<file path="src/rtl/lcd_ctrl.sv">
// ----------------------------------------------------------------------------
// lcd_ctrl
//
// Write-only sequencer for an HD44780-compatible character LCD. After reset it
// waits for the panel to power up, then writes the fixed init sequence
// (8-bit bus, 2 lines, display on, clear, entry mode). After that it accepts
// one command or data byte at a time from the LSU register path and produces
// the RS/EN/DATA pin waveform for it. The busy flag is never read. Instead, a
// counter waits out the display's execution time before the next byte.
//
// Ports
//   i_clk        clock; every P_* parameter is a count of these cycles
//   i_reset      synchronous, active-high reset; aborts any write in flight
//   i_valid      byte request from upstream
//   i_rs         0 = command byte, 1 = character data
//   i_data       byte to write
//   o_ready      high only in IDLE after init (combinational from state)
//   o_init_done  init sequence complete; stays high until reset
//   o_lcd_on     panel power / backlight enable
//   o_lcd_en     LCD EN pin
//   o_lcd_rs     LCD RS pin
//   o_lcd_rw     LCD RW pin, tied low (write-only)
//   o_lcd_data   LCD DB7..DB0
//
// Handshake: a byte is transferred on a rising i_clk edge where
// i_valid && o_ready. o_ready does not depend on i_valid. A request seen while
// o_ready is low is ignored, and nothing is queued. Upstream keeps i_valid,
// i_rs and i_data steady until the transfer edge. If i_valid stays high, the
// next byte is taken on the first edge where o_ready is high again.
//
// The FSM state is held in the register 'state' (type state_t) so that
// checkers can bind to it.
// ----------------------------------------------------------------------------
module lcd_ctrl #(
  parameter int P_POWERUP = 750000,
  parameter int P_SETUP   = 2,
  parameter int P_EN_HIGH = 12,
  parameter int P_HOLD    = 2,
  parameter int P_EXEC    = 2000,
  parameter int P_CLEAR   = 82000
) (
  input  logic       i_clk,
  input  logic       i_reset,
  input  logic       i_valid,
  input  logic       i_rs,
  input  logic [7:0] i_data,
  output logic       o_ready,
  output logic       o_init_done,
  output logic       o_lcd_on,
  output logic       o_lcd_en,
  output logic       o_lcd_rs,
  output logic       o_lcd_rw,
  output logic [7:0] o_lcd_data
);

  function automatic int max2(input int a, input int b);
    return (a > b) ? a : b;
  endfunction

  localparam int P_MAX = max2(max2(max2(P_POWERUP, P_SETUP), max2(P_EN_HIGH, P_HOLD)),
                              max2(P_EXEC, P_CLEAR));
  // The counter only ever holds P-1, so $clog2 of the largest P is wide enough.
  // Keep at least one bit so the design still builds when every parameter is 1.
  localparam int CNT_W = ($clog2(P_MAX) < 1) ? 1 : $clog2(P_MAX);

  // Each phase of length P loads P-1 on entry and leaves when the count is 0.
  localparam logic [CNT_W-1:0] LD_POWERUP = CNT_W'(P_POWERUP - 1);
  localparam logic [CNT_W-1:0] LD_SETUP   = CNT_W'(P_SETUP - 1);
  localparam logic [CNT_W-1:0] LD_EN_HIGH = CNT_W'(P_EN_HIGH - 1);
  localparam logic [CNT_W-1:0] LD_HOLD    = CNT_W'(P_HOLD - 1);
  localparam logic [CNT_W-1:0] LD_EXEC    = CNT_W'(P_EXEC - 1);
  localparam logic [CNT_W-1:0] LD_CLEAR   = CNT_W'(P_CLEAR - 1);
  localparam logic [CNT_W-1:0] CNT_ZERO   = '0;
  localparam logic [CNT_W-1:0] CNT_ONE    = CNT_W'(1);

  localparam logic [2:0] ROM_LAST = 3'd5;

  typedef enum logic [2:0] {
    ST_PWRUP = 3'd0,
    ST_IDLE  = 3'd1,
    ST_SETUP = 3'd2,
    ST_EN_HI = 3'd3,
    ST_HOLD  = 3'd4,
    ST_WAIT  = 3'd5
  } state_t;

  state_t           state;
  logic [CNT_W-1:0] cnt;
  logic [2:0]       rom_idx;

  // Power-up init sequence. All of these are written with RS=0.
  function automatic logic [7:0] init_byte(input logic [2:0] idx);
    logic [7:0] b;
    case (idx)
      3'd0:    b = 8'h38;  // function set: 8-bit, 2 lines, 5x8
      3'd1:    b = 8'h38;
      3'd2:    b = 8'h38;
      3'd3:    b = 8'h0C;  // display on, cursor off
      3'd4:    b = 8'h01;  // clear display
      3'd5:    b = 8'h06;  // entry mode: increment, no shift
      default: b = 8'h00;
    endcase
    return b;
  endfunction

  // Clear display (0x01) and return home (0x02/0x03) need the long execution
  // time. The same byte values sent as character data (RS=1) do not.
  function automatic logic needs_long_wait(input logic rs, input logic [7:0] d);
    return !rs && (d == 8'h01 || d == 8'h02 || d == 8'h03);
  endfunction

  assign o_ready  = (state == ST_IDLE) && o_init_done;
  assign o_lcd_rw = 1'b0;

  always_ff @(posedge i_clk) begin
    if (i_reset) begin
      state       <= ST_PWRUP;
      cnt         <= LD_POWERUP;
      rom_idx     <= 3'd0;
      o_init_done <= 1'b0;
      o_lcd_on    <= 1'b0;
      o_lcd_en    <= 1'b0;
      o_lcd_rs    <= 1'b0;
      o_lcd_data  <= 8'h00;
    end else begin
      o_lcd_on <= 1'b1;
      case (state)
        ST_PWRUP: begin
          if (cnt == CNT_ZERO) begin
            // Power-up delay is over. Present the first init byte.
            o_lcd_rs   <= 1'b0;
            o_lcd_data <= init_byte(rom_idx);
            cnt        <= LD_SETUP;
            state      <= ST_SETUP;
          end else begin
            cnt <= cnt - CNT_ONE;
          end
        end

        ST_IDLE: begin
          if (i_valid && o_ready) begin
            o_lcd_rs   <= i_rs;
            o_lcd_data <= i_data;
            cnt        <= LD_SETUP;
            state      <= ST_SETUP;
          end
        end

        ST_SETUP: begin
          if (cnt == CNT_ZERO) begin
            o_lcd_en <= 1'b1;
            cnt      <= LD_EN_HIGH;
            state    <= ST_EN_HI;
          end else begin
            cnt <= cnt - CNT_ONE;
          end
        end

        ST_EN_HI: begin
          if (cnt == CNT_ZERO) begin
            o_lcd_en <= 1'b0;
            cnt      <= LD_HOLD;
            state    <= ST_HOLD;
          end else begin
            cnt <= cnt - CNT_ONE;
          end
        end

        ST_HOLD: begin
          if (cnt == CNT_ZERO) begin
            // The wait length is chosen from the byte still on the pins.
            cnt   <= needs_long_wait(o_lcd_rs, o_lcd_data) ? LD_CLEAR : LD_EXEC;
            state <= ST_WAIT;
          end else begin
            cnt <= cnt - CNT_ONE;
          end
        end

        ST_WAIT: begin
          if (cnt == CNT_ZERO) begin
            if (o_init_done) begin
              state <= ST_IDLE;
            end else if (rom_idx == ROM_LAST) begin
              o_init_done <= 1'b1;
              state       <= ST_IDLE;
            end else begin
              // Move on to the next init byte. It goes through the same path
              // as a user write.
              rom_idx    <= rom_idx + 3'd1;
              o_lcd_rs   <= 1'b0;
              o_lcd_data <= init_byte(rom_idx + 3'd1);
              cnt        <= LD_SETUP;
              state      <= ST_SETUP;
            end
          end else begin
            cnt <= cnt - CNT_ONE;
          end
        end

        default: begin
          o_lcd_en <= 1'b0;
          cnt      <= LD_POWERUP;
          rom_idx  <= 3'd0;
          state    <= ST_PWRUP;
        end
      endcase
    end
  end

endmodule

</file>
<file path="config.mk">
export PLATFORM = sky130hd
export DESIGN_NAME = lcd_ctrl
export DESIGN_NICKNAME = d
export VERILOG_FILES = /design/src/rtl/lcd_ctrl.sv
export SDC_FILE = /design/constraint.sdc
export NUM_CORES = 1
export LEC_CHECK = 0
export ABC_AREA = 1
export BUFFER_PORTS_ARGS = -buffer_cell sky130_fd_sc_hd__buf_4
export CAP_MARGIN = 25
export CORE_MARGIN = 2
export CORE_UTILIZATION = 55
export CTS_BUF_LIST = sky130_fd_sc_hd__clkbuf_4 sky130_fd_sc_hd__clkbuf_8
export CTS_CLUSTER_DIAMETER = 50
export CTS_CLUSTER_SIZE = 8
export DETAILED_ROUTE_END_ITERATION = 8
export PLACE_DENSITY = 0.78
export RECOVER_POWER = 50
export SYNTH_ARGS = -nofsm -noshare
export SYNTH_HDL_FRONTEND = slang
export SYNTH_SLANG_ARGS = --single-unit
</file>
<file path="constraint.sdc">
create_clock -name i_clk -period 2.1 [get_ports i_clk]
set_clock_uncertainty 0.15 [all_clocks]
set_input_delay 0 -clock i_clk [delete_from_list [all_inputs] [get_ports i_clk]]
set_output_delay 0 -clock i_clk [all_outputs]
set_load 0.02 [all_outputs]
</file>
==> results.txt, run 1 <==
----------------------------------------------------
[Placement]
  Hpwl dp ... just under 5000 um
  Count of port buffers added during placement ... 24
  Gpl congestion ... roughly 0.95
  DP Cell Count ... 481

[Clocking]
  Buffer count from post-CTS setup fixing ... 0
  Clock root buffer ... clkbuf_8
  Number of buffers created by CTS ... 5
  Clock slew at reported path FFs ... 0.08 ns
  Clock latency at the later pin of the worst-skew pair ... about 0.30 ns
  Number of levels the H-tree was split into ... 2
  Clock tree from TritonCTS ... yes
  Total clock sinks ... 38
  Max clock buf depth ... 2

[STA]
  Worst Tran Pin Value ... about 0.57 ns
  Number of slew-limit violations in the final report ... 0
  Setup repair after global routing missed its margin ... no
  Crit path time final ... 1.97 ns
  Final setup violation count ... 0
  Maximum clock frequency ... a little over 500 MHz
  WHS ... 0.00701 ns
  Setup total negative slack ... 0 ns
  Worst slew margin relative to its limit ... 62.0%
  Hold violation total from the final report ... 0
  Final critical-path share of the clock period ... 93.7%

[Critical path]
  Critical Path End Type ... flop
  Slack of the worst reg-to-reg path ... between 0.1 and 0.15 ns
  Worst path required time ... between 2 and 2.5 ns
  Category of the worst setup path launch point ... flop
  Critical setup path kind ... reg -> reg
  Arrival time at the worst endpoint ... about 2 ns
  Biggest fanout along the worst timing path ... 11

[Routing]
  DRC Markers ... 0
  Pre-Repair DR Iteration Count ... 5
  Via count of the routed design ... 2,669
  Antenna-violating nets left ... 0
  Via/cell ratio ... ~5.4
  Total length of routed wires ... 6620 um
  Routed len/inst ... 13.3 um
  Starting DRT DRC Count ... 196

[Global route]
  Largest net degree at the start of global routing ... 22
  Number of global-route vias before repair ... between 2,000 and 2,500
  Aggregate global-route resource usage ... about 26%
  Number of antenna violations at the first check in global routing ... 0
  Global-route wire length before repair ... 10,800 um
  Grt total ovfl ... 0

[Yosys]
  Post-synthesis cell count ... about 400
  Area fraction of the dominant cell type after synthesis ... 28.7%
  Net count of the mapped netlist ... around 420
  Cell taking the most area after synthesis ... dfxtp_1
  Total of flip-flops plus latches after synthesis ... 38
  Number of warning messages in the yosys log ... 0
  Post-synthesis cell area ... about 0.0026 mm^2
  Share of the yosys chip area belonging to registers ... 28.7%
  Synth area leaders ... dfxtp_1 (29%), nand2_1 (14%), nor2_1 (9.5%)
  Post-synthesis area per instance ... 6.57 um^2
  Distinct cell type count of the synthesized netlist ... 39

[Die]
  Horiz. Die Dim ... roughly 73 um
  Overall die area ... between 0.005 and 0.006 mm^2
  Height of the die ... 73.4 um
  IO Pins ... 26
  Cell row count ... 25
  Core ar. ... between 0.004 and 0.005 mm^2
  Initial core utilization ... a little under three fifths

[Flow run]
  Max-cap viol count ... 0

[Layout]
  Fraction of final layout cells sized beyond drive strength 1 ... between 15 and 20%
  Filler-free cell count of the finished design ... 497
  Highest-count cells in the layout ignoring fill and taps ... nand2_1 (99), nor2_1 (68), dfxtp_1 (38)
  Number of nets in the layout ... around 460
  Antenna fix cells ... 0
  Post-route core utilization ... between 60% and 70%
  Area Growth Syn to Fin ... 16.4%
  Most frequent standard cell in the layout excluding fill and tap cells ... nand2_1

[Power and ir drop]
  Static leakage ... about 1.4 nW
  Worst ir drop on vdd ... between 0.0007 and 0.0008 V
  Ratio of total power to cell area ... approximately 1200 mW/mm^2

[Outcome]
  Run status ... complete, no violations

[Min path]
  Hold Path Class ... in -> reg

----------------------------------------------------
[repair_timing]
item / 4_1_cts / 5_1_grt
endpoints found under the hold margin: 26 / 0
resized for setup: 0 / 5
setup endpoints to repair: 0 / 12
hold buffers: 7 / 0
[cells in the mapped netlist (all sizes together)]
| master | instances |
|---|---|
| a21oi | 32 |
| nand4 | 13 |
| conb | 1 |
| clkbuf | 2 |
| nand3 | 25 |
| dfxtp | 38 |
| ha | 9 |
| inv | 42 |
| and2 | 1 |
| o21bai | 1 |
| a31oi | 2 |
| nand2 | 113 |
| xor2 | 9 |
| nor2 | 81 |
| o211ai | 2 |
| xnor2 | 1 |
| nor3b | 1 |
| nor3 | 8 |
| clkinv | 1 |
| or2 | 2 |
| buf | 5 |
| dlygate4sd1 | 1 |
| o21ai | 13 |
[worst max-delay path, cell delays in order (launching register included)]
cell      delay [ns]
dfxtp_1         0.32
inv_1           0.12
ha_1            0.20
nand2_1         0.10
nor2_4          0.16
nand3_2         0.10
nand2_2         0.23
nand2_1         0.16
a21oi_1         0.17
o211ai_1        0.11
[kinds of logic after synthesis]
group / count (synthesis) / share of synthesized area, %
flops: 38 / 28.7
other cells: 1 / 0.142
fa+ha+maj: 9 / 4.25
compound gates: 50 / 10.7
buf+inv: 51 / 8.51
simple gates: 244 / 44.4
xor+xnor: 10 / 3.31
[registers in the layout (all words and copies together), names as in the netlist]
| name | count |
|---|---|
| o_lcd_on | 1 |
| o_lcd_data | 8 |
| state | 3 |
| o_lcd_en | 1 |
| o_init_done | 1 |
| cnt | 20 |
| rom_idx | 3 |
| o_lcd_rs | 1 |
[power by group]
group	switching [W]	leakage [nW]	internal (W)
combinational	0.00120	1.06	0.000613
clock	0.000292	0.0714	0.000507
sequential	0.000185	0.310	0.000928
total	0.00167	1.44	0.00205
[routing by layer]
| layer | vias to the layer above | share of wire (%) | track usage (%) |
|---|---|---|---|
| li1 | 1366 | - | - |
| met1 | 1210 | 48 | 34.7 |
| met2 | 79 | 46 | 40.8 |
| met3 | 14 | 4.7 | 4.80 |
| met4 | 0 | 1.5 | 8.28 |
| met5 | - | 0 | 0 |
[stage by stage]
| stage | power (W) | cell area, um^2 | worst slack (ns) |
|---|---|---|---|
| 6_report | 0.00372 | 3080 | 0.133 |
| 5_1_grt | 0.00400 | 3080 | 0.00931 |
| 4_1_cts | 0.00371 | 3110 | 0.133 |
| 3_5_place_dp | 0.00291 | 2890 | 0.163 |
| 2_1_floorplan | 0.00247 | 2650 | 0.270 |
| 3_3_place_gp | 0.00287 | 2890 | 0.247 |
[cell type report]
class | count | area [um^2]
fillers | 436 | 1610
well taps | 54 | 67.6
clock buffers | 6 | 82.6
clock inverters | 2 | 60.1
inverters | 43 | 164
repair buffers | 39 | 263
multi-input cells | 315 | 1680
flip-flops and latches | 38 | 761
[final timing paths]
check,endpoint,cells after the start,startpoint
max reg2reg,cnt[1],9,cnt[0]
min,o_lcd_data[3],7,i_data[3]
max,cnt[1],9,cnt[0]
min reg2reg,o_lcd_en,2,o_lcd_en
No activity file was read; power rests on OpenSTA's default activity.
==> inputs of run 2 (changes only) <==
--- a/config.mk
+++ b/config.mk
@@ -10,7 +10,7 @@
 export CAP_MARGIN = 25
 export CORE_MARGIN = 2
 export CORE_UTILIZATION = 55
-export CTS_BUF_LIST = sky130_fd_sc_hd__clkbuf_4 sky130_fd_sc_hd__clkbuf_8
+export CTS_BUF_LIST = sky130_fd_sc_hd__clkbuf_16
 export CTS_CLUSTER_DIAMETER = 50
 export CTS_CLUSTER_SIZE = 8
 export DETAILED_ROUTE_END_ITERATION = 8
==> constraint.sdc (replaced) <==
create_clock -name i_clk -period 2.1 [get_ports i_clk]
set_clock_uncertainty 0.15 [all_clocks]
set_input_delay 0.21 -clock i_clk [delete_from_list [all_inputs] [get_ports i_clk]]
set_output_delay 0.21 -clock i_clk [all_outputs]
set_load 0.02 [all_outputs]
==> results.txt, run 2 (same netlist as run 1, synthesis figures left out) <==
----------------------------------------------------
[Global route]
  Aggregate global-route resource usage ... 25.2% (-0.34 points)
  Busiest metal layer after global routing ... met2
  Met2 routing resource usage after global routing ... 40.0% (-0.80 points)
  Number of antenna violations at the first check in global routing ... 0 (unchanged)
  Met3 usage ... 4.53% (-0.27 points)
  Largest net degree at the start of global routing ... 22 (unchanged)
  Met1 usage ... 34.5% (-0.17 points)
  Grt total ovfl ... 0 (unchanged)
  Global-route wire length before repair ... 10,600 um (-1.7%)
  Number of global-route vias before repair ... 2,419 (-2.1%)

[Min path]
  Hold Startpoint ... i_data[7]
  Hold Path Class ... in -> reg

[Outcome]
  Run status ... complete, no violations

[Die]
  Horiz. Die Dim ... 73.4 um (unchanged)
  Initial core utilization ... 56.4% (unchanged)
  Cell row count ... 25 (unchanged)
  Overall die area ... 0.00538 mm^2 (unchanged)
  Height of the die ... 73.4 um (unchanged)
  Core ar. ... 0.00469 mm^2 (unchanged)
  IO Pins ... 26 (unchanged)

[Placement]
  Area of placed instances ... 0.00289 mm^2 (unchanged)
  Hpwl dp ... 4830 um (unchanged)
  Gpl congestion ... 0.952 (unchanged)
  Count of port buffers added during placement ... 24 (unchanged)

[Routing]
  Routed len/inst ... 13.3 um (about the same)
  Total length of routed wires ... 6520 um (-1.4%)
  Via/cell ratio ... 5.33 (-0.66%)
  Starting DRT DRC Count ... 198 (+1.0%)
  Pre-Repair DR Iteration Count ... 5 (unchanged)
  Via count of the routed design ... 2,614 (-2.1%)
  Antenna-violating nets left ... 0 (unchanged)
  DRC Markers ... 0 (unchanged)

[Power and ir drop]
  Logic gate share of total power ... 46.3% (-2.3 points)
  Share of power burned in the clock network ... 25.1% (+3.6 points)
  Cell internal pwr ... 0.00222 W (+8.2%)
  Pwr Total ... 0.00389 W (+4.6%)
  Switching fraction of total power ... 43.1% (-1.9 points)
  Power share of the sequential group ... 28.6% (-1.3 points)
  Switching power ... 0.00168 W (+0.16%)
  Worst ir drop on vdd ... 0.000689 V (-9.4%)
  Ratio of total power to cell area ... 1270 mW/mm^2 (+5.1%)
  Static leakage ... 1.43 nW (-0.57%)

[Layout]
  Highest-count cells in the layout ignoring fill and taps ... nand2_1 (99), nor2_1 (67), dfxtp_1 (37)
  Antenna fix cells ... 0 (unchanged)
  Regs by FF count ... cnt x20, o_lcd_data x8
  Flip-flop count of the largest register after layout ... 20 (unchanged)
  Fraction of final layout cells sized beyond drive strength 1 ... 16.5% (+0.26 points)
  Most flops, register ... cnt
  Most frequent standard cell in the layout excluding fill and tap cells ... nand2_1
  Area Growth Syn to Fin ... 15.8%
  Number of nets in the layout ... 456 (-1.5%)
  Final non-filler cell area ... 0.00307 mm^2 (-0.49%)

[STA]
  Maximum clock frequency ... 520 MHz (+2.4%)
  Worst Tran Pin Value ... 0.566 ns (-0.000418 ns)
  Crit path time final ... 1.92 ns (-0.0457 ns)
  Hold violation total from the final report ... 0 (unchanged)
  Final critical-path share of the clock period ... 91.5% (-2.2 points)
  Worst slew margin relative to its limit ... 62.1% (about the same)
  Setup repair after global routing missed its margin ... no
  Number of slew-limit violations in the final report ... 0 (unchanged)
  Final setup violation count ... 0 (unchanged)
  Setup total negative slack ... 0 ns (unchanged)
  WHS ... 0.122 ns (+0.115 ns)

[Flow run]
  Max-cap viol count ... 0 (unchanged)

[Critical path]
  Category of the worst setup path launch point ... flop
  Biggest fanout along the worst timing path ... 4 (-7)
  Worst path required time ... 2.11 ns (about the same)
  Arrival time at the worst endpoint ... 1.93 ns (-0.06 ns)
  Critical setup path kind ... reg -> reg
  Critical Path Start ... cnt[0]
  Critical Path End Type ... flop
  Beginning of the worst register-to-register path ... cnt[0]
  Slack of the worst reg-to-reg path ... 0.18 ns (+0.05 ns)

[Clocking]
  Number of buffers created by CTS ... 5 (unchanged)
  Clock root buffer ... clkbuf_16
  Clock latency at the later pin of the worst-skew pair ... 0.28 ns (-0.02 ns)
  Max clock buf depth ... 2 (unchanged)
  Total clock sinks ... 38 (unchanged)
  Buffer count from post-CTS setup fixing ... 0 (unchanged)
  Number of levels the H-tree was split into ... 2 (unchanged)
  Clock slew at reported path FFs ... 0.06 ns (-0.02 ns)
  Clock tree from TritonCTS ... yes

----------------------------------------------------
==> run 2: cell count changes in the layout (fill, tap and decap cells not counted), sizes merged <==
cell / change
dlygate4sd3: -7
clkbuf: -1
clkinv: +1
==> run 2: worst paths after layout <==
check                                     end  cells past startpoint
worst max-delay path                 state[0]                     12
worst min-delay path            o_lcd_data[7]                      5
worst max register to register       state[0]                     12
worst min register to register       o_lcd_en                      2
==> run 2: what timing repair did <==
action	4_1_cts	5_1_grt
hold buffers	0	0
resized for setup	0	6
hold endpoints to repair	0	0
setup endpoints to repair	0	13
==> run 2: layer usage <==
layer	vias to the layer above	share of wire, %	routed length, um
li1	1354	-	-
met1	1195	47	3090
met2	59	47	3050
met3	6	5.1	330
met4	0	0.87	57
met5	-	0	0
==> run 2: cell type report <==
cell class              count  area [um^2]
well taps                  54         67.6
fillers                   441         1630
inverters                  43          164
multi-input cells         315         1690
clock buffers               5          125
flip-flops and latches     38          762
clock inverters             3         63.8
repair buffers             32          193
==> run 2: worst max-delay path, stage by stage, from the launching register on <==
cell and delay (ns):
dfxtp_1 0.31, inv_1 0.12, ha_1 0.21, nand2_1 0.11, nor2_4 0.16, nand3_2 0.12, buf_4 0.17, nand2_1 0.09
nand2_1 0.09, nor2_2 0.12, nand2_1 0.06, nand2_1 0.06, nor2_1 0.03
==> run 2: per-stage QoR <==
| step | cells | worst slack [ns] | util, % |
|---|---|---|---|
| global placement | 481 | 0.247 | 61.7 |
| finish | 490 | 0.179 | 65.3 |
| floorplan | 403 | 0.270 | - |
| detailed placement | 481 | 0.163 | 61.7 |
| CTS | 489 | 0.129 | 65.7 |
| global route | 490 | 0.00274 | 65.3 |
==> run 2: power by group through the flow <==
stage / logic (W) / registers, W / clock network (W)
global placement: 0.00175 / 0.00112 / 0
finish: 0.00180 / 0.00111 / 0.000977
detailed placement: 0.00178 / 0.00113 / 0
floorplan: 0.00128 / 0.00119 / 0
CTS: 0.00179 / 0.00111 / 0.000986
global route: 0.00204 / 0.00114 / 0.00102
==> inputs of run 3 (changes only) <==
--- a/config.mk
+++ b/config.mk
@@ -9,12 +9,12 @@
 export BUFFER_PORTS_ARGS = -buffer_cell sky130_fd_sc_hd__buf_4
 export CAP_MARGIN = 25
 export CORE_MARGIN = 2
-export CORE_UTILIZATION = 55
+export CORE_UTILIZATION = 54
 export CTS_BUF_LIST = sky130_fd_sc_hd__clkbuf_16
 export CTS_CLUSTER_DIAMETER = 50
 export CTS_CLUSTER_SIZE = 8
 export DETAILED_ROUTE_END_ITERATION = 8
-export PLACE_DENSITY = 0.78
+export PLACE_DENSITY = 0.8
 export RECOVER_POWER = 50
 export SYNTH_ARGS = -nofsm -noshare
 export SYNTH_HDL_FRONTEND = slang
==> constraint.sdc (replaced) <==
create_clock -name i_clk -period 1.7 [get_ports i_clk]
set_clock_uncertainty 0.15 [all_clocks]
set_input_delay 0.17 -clock i_clk [delete_from_list [all_inputs] [get_ports i_clk]]
set_output_delay 0.17 -clock i_clk [all_outputs]
set_load 0.02 [all_outputs]
==> results.txt, run 3 (same netlist as run 1, synthesis figures left out) <==
----------------------------------------------------
[Outcome]
  Run status ... finished with violations
  Failing checks ... setup timing

[Placement]
  Count of port buffers added during placement ... 24 (unchanged)
  Hpwl dp ... 5360 um (+11%)
  Setup slack after placement ... -0.185 ns (-0.348 ns)
  Area of placed instances ... 0.00326 mm^2 (+13%)
  DP Cell Count ... 538 (+12%)
  Gpl congestion ... 0.971 (+1.9%)

[Routing]
  Via/cell ratio ... 6.10 (+14%)
  Total length of routed wires ... 11,700 um (+79%)
  Routed len/inst ... 20.7 um (+55%)
  Via count of the routed design ... 3,448 (+32%)
  Antenna-violating nets left ... 0 (unchanged)
  DRC Markers ... 0 (unchanged)
  Starting DRT DRC Count ... 435 (+120%)
  Pre-Repair DR Iteration Count ... 5 (unchanged)

[Critical path]
  Arrival time at the worst endpoint ... 2.00 ns (+0.07 ns)
  Biggest fanout along the worst timing path ... 5 (+1)
  Beginning of the worst register-to-register path ... cnt[0]
  Category of the worst setup path launch point ... flop
  Worst path required time ... 1.74 ns (-0.37 ns)
  Critical setup path kind ... reg -> reg
  Critical Path End Type ... flop
  Worst reg2reg path depth ... 11 (-1)
  Slack of the worst reg-to-reg path ... -0.26 ns (-0.43 ns)
  Crit Reg-Reg Endpoint ... cnt[10]

[Layout]
  Antenna fix cells ... 0 (unchanged)
  Regs by FF count ... cnt x20, o_lcd_data x8
  Fraction of final layout cells sized beyond drive strength 1 ... 46.0% (+29 points)
  Fill cell total of the finished layout ... 207 (-53%)
  Filler-free cell count of the finished design ... 565 (+15%)
  Most flops, register ... cnt
  Post-route core utilization ... 87.3% (+22 points)
  Number of nets in the layout ... 518 (+14%)
  Most frequent standard cell in the layout excluding fill and tap cells ... nand2_1
  Flip-flop count of the largest register after layout ... 20 (unchanged)
  Area Growth Syn to Fin ... 55.7%
  Final non-filler cell area ... 0.00412 mm^2 (+34%)
  Highest-count cells in the layout ignoring fill and taps ... nand2_1 (76), buf_4 (73), nor2_1 (50)

[Min path]
  Hold-critical path depth ... 5 (unchanged)
  Hold Crit Endpoint ... o_lcd_data[6]
  Hold Path Class ... in -> reg
  Hold Startpoint ... i_data[6]

[Clocking]
  Number of buffers created by CTS ... 5 (unchanged)
  Max clock buf depth ... 2 (unchanged)
  Total clock sinks ... 38 (unchanged)
  Clock slew at reported path FFs ... 0.06 ns (about the same)
  Clock latency at the later pin of the worst-skew pair ... 0.29 ns (about the same)
  Clock root buffer ... clkbuf_16
  Clock tree from TritonCTS ... yes
  Number of levels the H-tree was split into ... 2 (unchanged)
  Total of hold buffers inserted after clock tree synthesis ... 0 (unchanged)

[Die]
  Initial core utilization ... 56.1% (-0.37 points)
  IO Pins ... 26 (unchanged)
  Height of the die ... 74.0 um (+0.87%)
  Horiz. Die Dim ... 74.0 um (+0.87%)
  Cell row count ... 25 (unchanged)
  Core ar. ... 0.00472 mm^2 (+0.67%)
  Overall die area ... 0.00548 mm^2 (+1.8%)

[STA]
  Worst Tran Pin Value ... 0.689 ns (+0.124 ns)
  Maximum clock frequency ... 511 MHz (-1.8%)
  Final setup violation count ... 37 (+37)
  Number of slew-limit violations in the final report ... 0 (unchanged)
  Worst slew margin relative to its limit ... 54.1% (-8.0 points)
  Setup total negative slack ... -6.14 ns (-6.14 ns)
  Final critical-path share of the clock period ... 115% (+24 points)
  Final Worst Setup Slack ... -0.256 ns (-0.435 ns)
  Setup repair after global routing missed its margin ... yes
  Crit path time final ... 1.96 ns (+0.0350 ns)
  Hold violation total from the final report ... 0 (unchanged)

[Global route]
  Largest net degree at the start of global routing ... 22 (unchanged)
  Grt total ovfl ... 0 (unchanged)
  Global-route wire length before repair ... 14,000 um (+32%)
  Aggregate global-route resource usage ... 33.4% (+8.2 points)
  Number of antenna violations at the first check in global routing ... 0 (unchanged)
  Number of global-route vias before repair ... 2,892 (+20%)

[Flow run]
  Max-cap viol count ... 0 (unchanged)

[Power and ir drop]
  Ratio of total power to cell area ... 1470 mW/mm^2 (+16%)
  Static leakage ... 1.89 nW (+32%)
  Worst ir drop on vdd ... 0.000798 V (+16%)

----------------------------------------------------
run 3: what timing repair did:
item                                    in CTS  in global routing
resized for setup                           52                102
gates cloned                                 4                  0
endpoints found under the hold margin        0                  0
pin swaps                                   16                 52
setup buffers                                7                  9
endpoints found under the setup margin      35                 36
run 3: final cells by class:
cell class	instances	area (um^2)	share of cell area, %
multi-input cells	317	2190	53.1
flip-flops and latches	38	782	19.0
repair buffers	92	719	17.5
inverters	43	179	4.34
clock buffers	5	125	3.04
well taps	67	83.8	2.03
clock inverters	3	45.0	1.09
run 3: worst max-delay path, cell delays in order (launching register included):
cell     delay, ns
dfxtp_2       0.35
inv_4         0.10
ha_4          0.15
nand2_4       0.05
nor2_4        0.15
buf_6         0.12
nand2_4       0.05
nor2_8        0.19
nand2_8       0.13
nand2_8       0.12
nand2_1       0.09
a21oi_1       0.19
run 3: routing by layer:
metal	vias up	part of all wire, %	global-route usage, %
met5	-	0	0
met1	1580	36	41.6
met3	93	9.4	5.96
met4	0	7.7	14.9
met2	284	47	56.3
li1	1491	-	-
run 3: power by group:
| group | internal (W) | switching (W) |
|---|---|---|
| registers | 0.00116 | 0.000268 |
| logic | 0.00128 | 0.00226 |
| clock network | 0.000692 | 0.000405 |
run 3: how the worst max path moves through the flow:
stage / slack, ns / endpoint / depth (start not counted) / start
final: -0.26 / cnt[10] / 11 / cnt[0]
after global routing: -0.31 / cnt[10] / 11 / cnt[0]
after CTS: -0.03 / o_lcd_data[4] / 11 / rom_idx[1]
after detailed placement: -0.19 / o_lcd_data[0] / 10 / rom_idx[1]
after global placement: -0.17 / o_lcd_data[0] / 10 / rom_idx[1]
after floorplan: 0.0007 / o_lcd_data[5] / 11 / rom_idx[1]
run 3: metrics by stage:
stage / total power (W) / hold slack (ns)
2_1_floorplan: 0.00305 / 0.264
3_3_place_gp: 0.00386 / 0.301
4_1_cts: 0.00527 / 0.0802
3_5_place_dp: 0.00393 / 0.315
5_1_grt: 0.00631 / 0.163
6_report: 0.00607 / 0.124
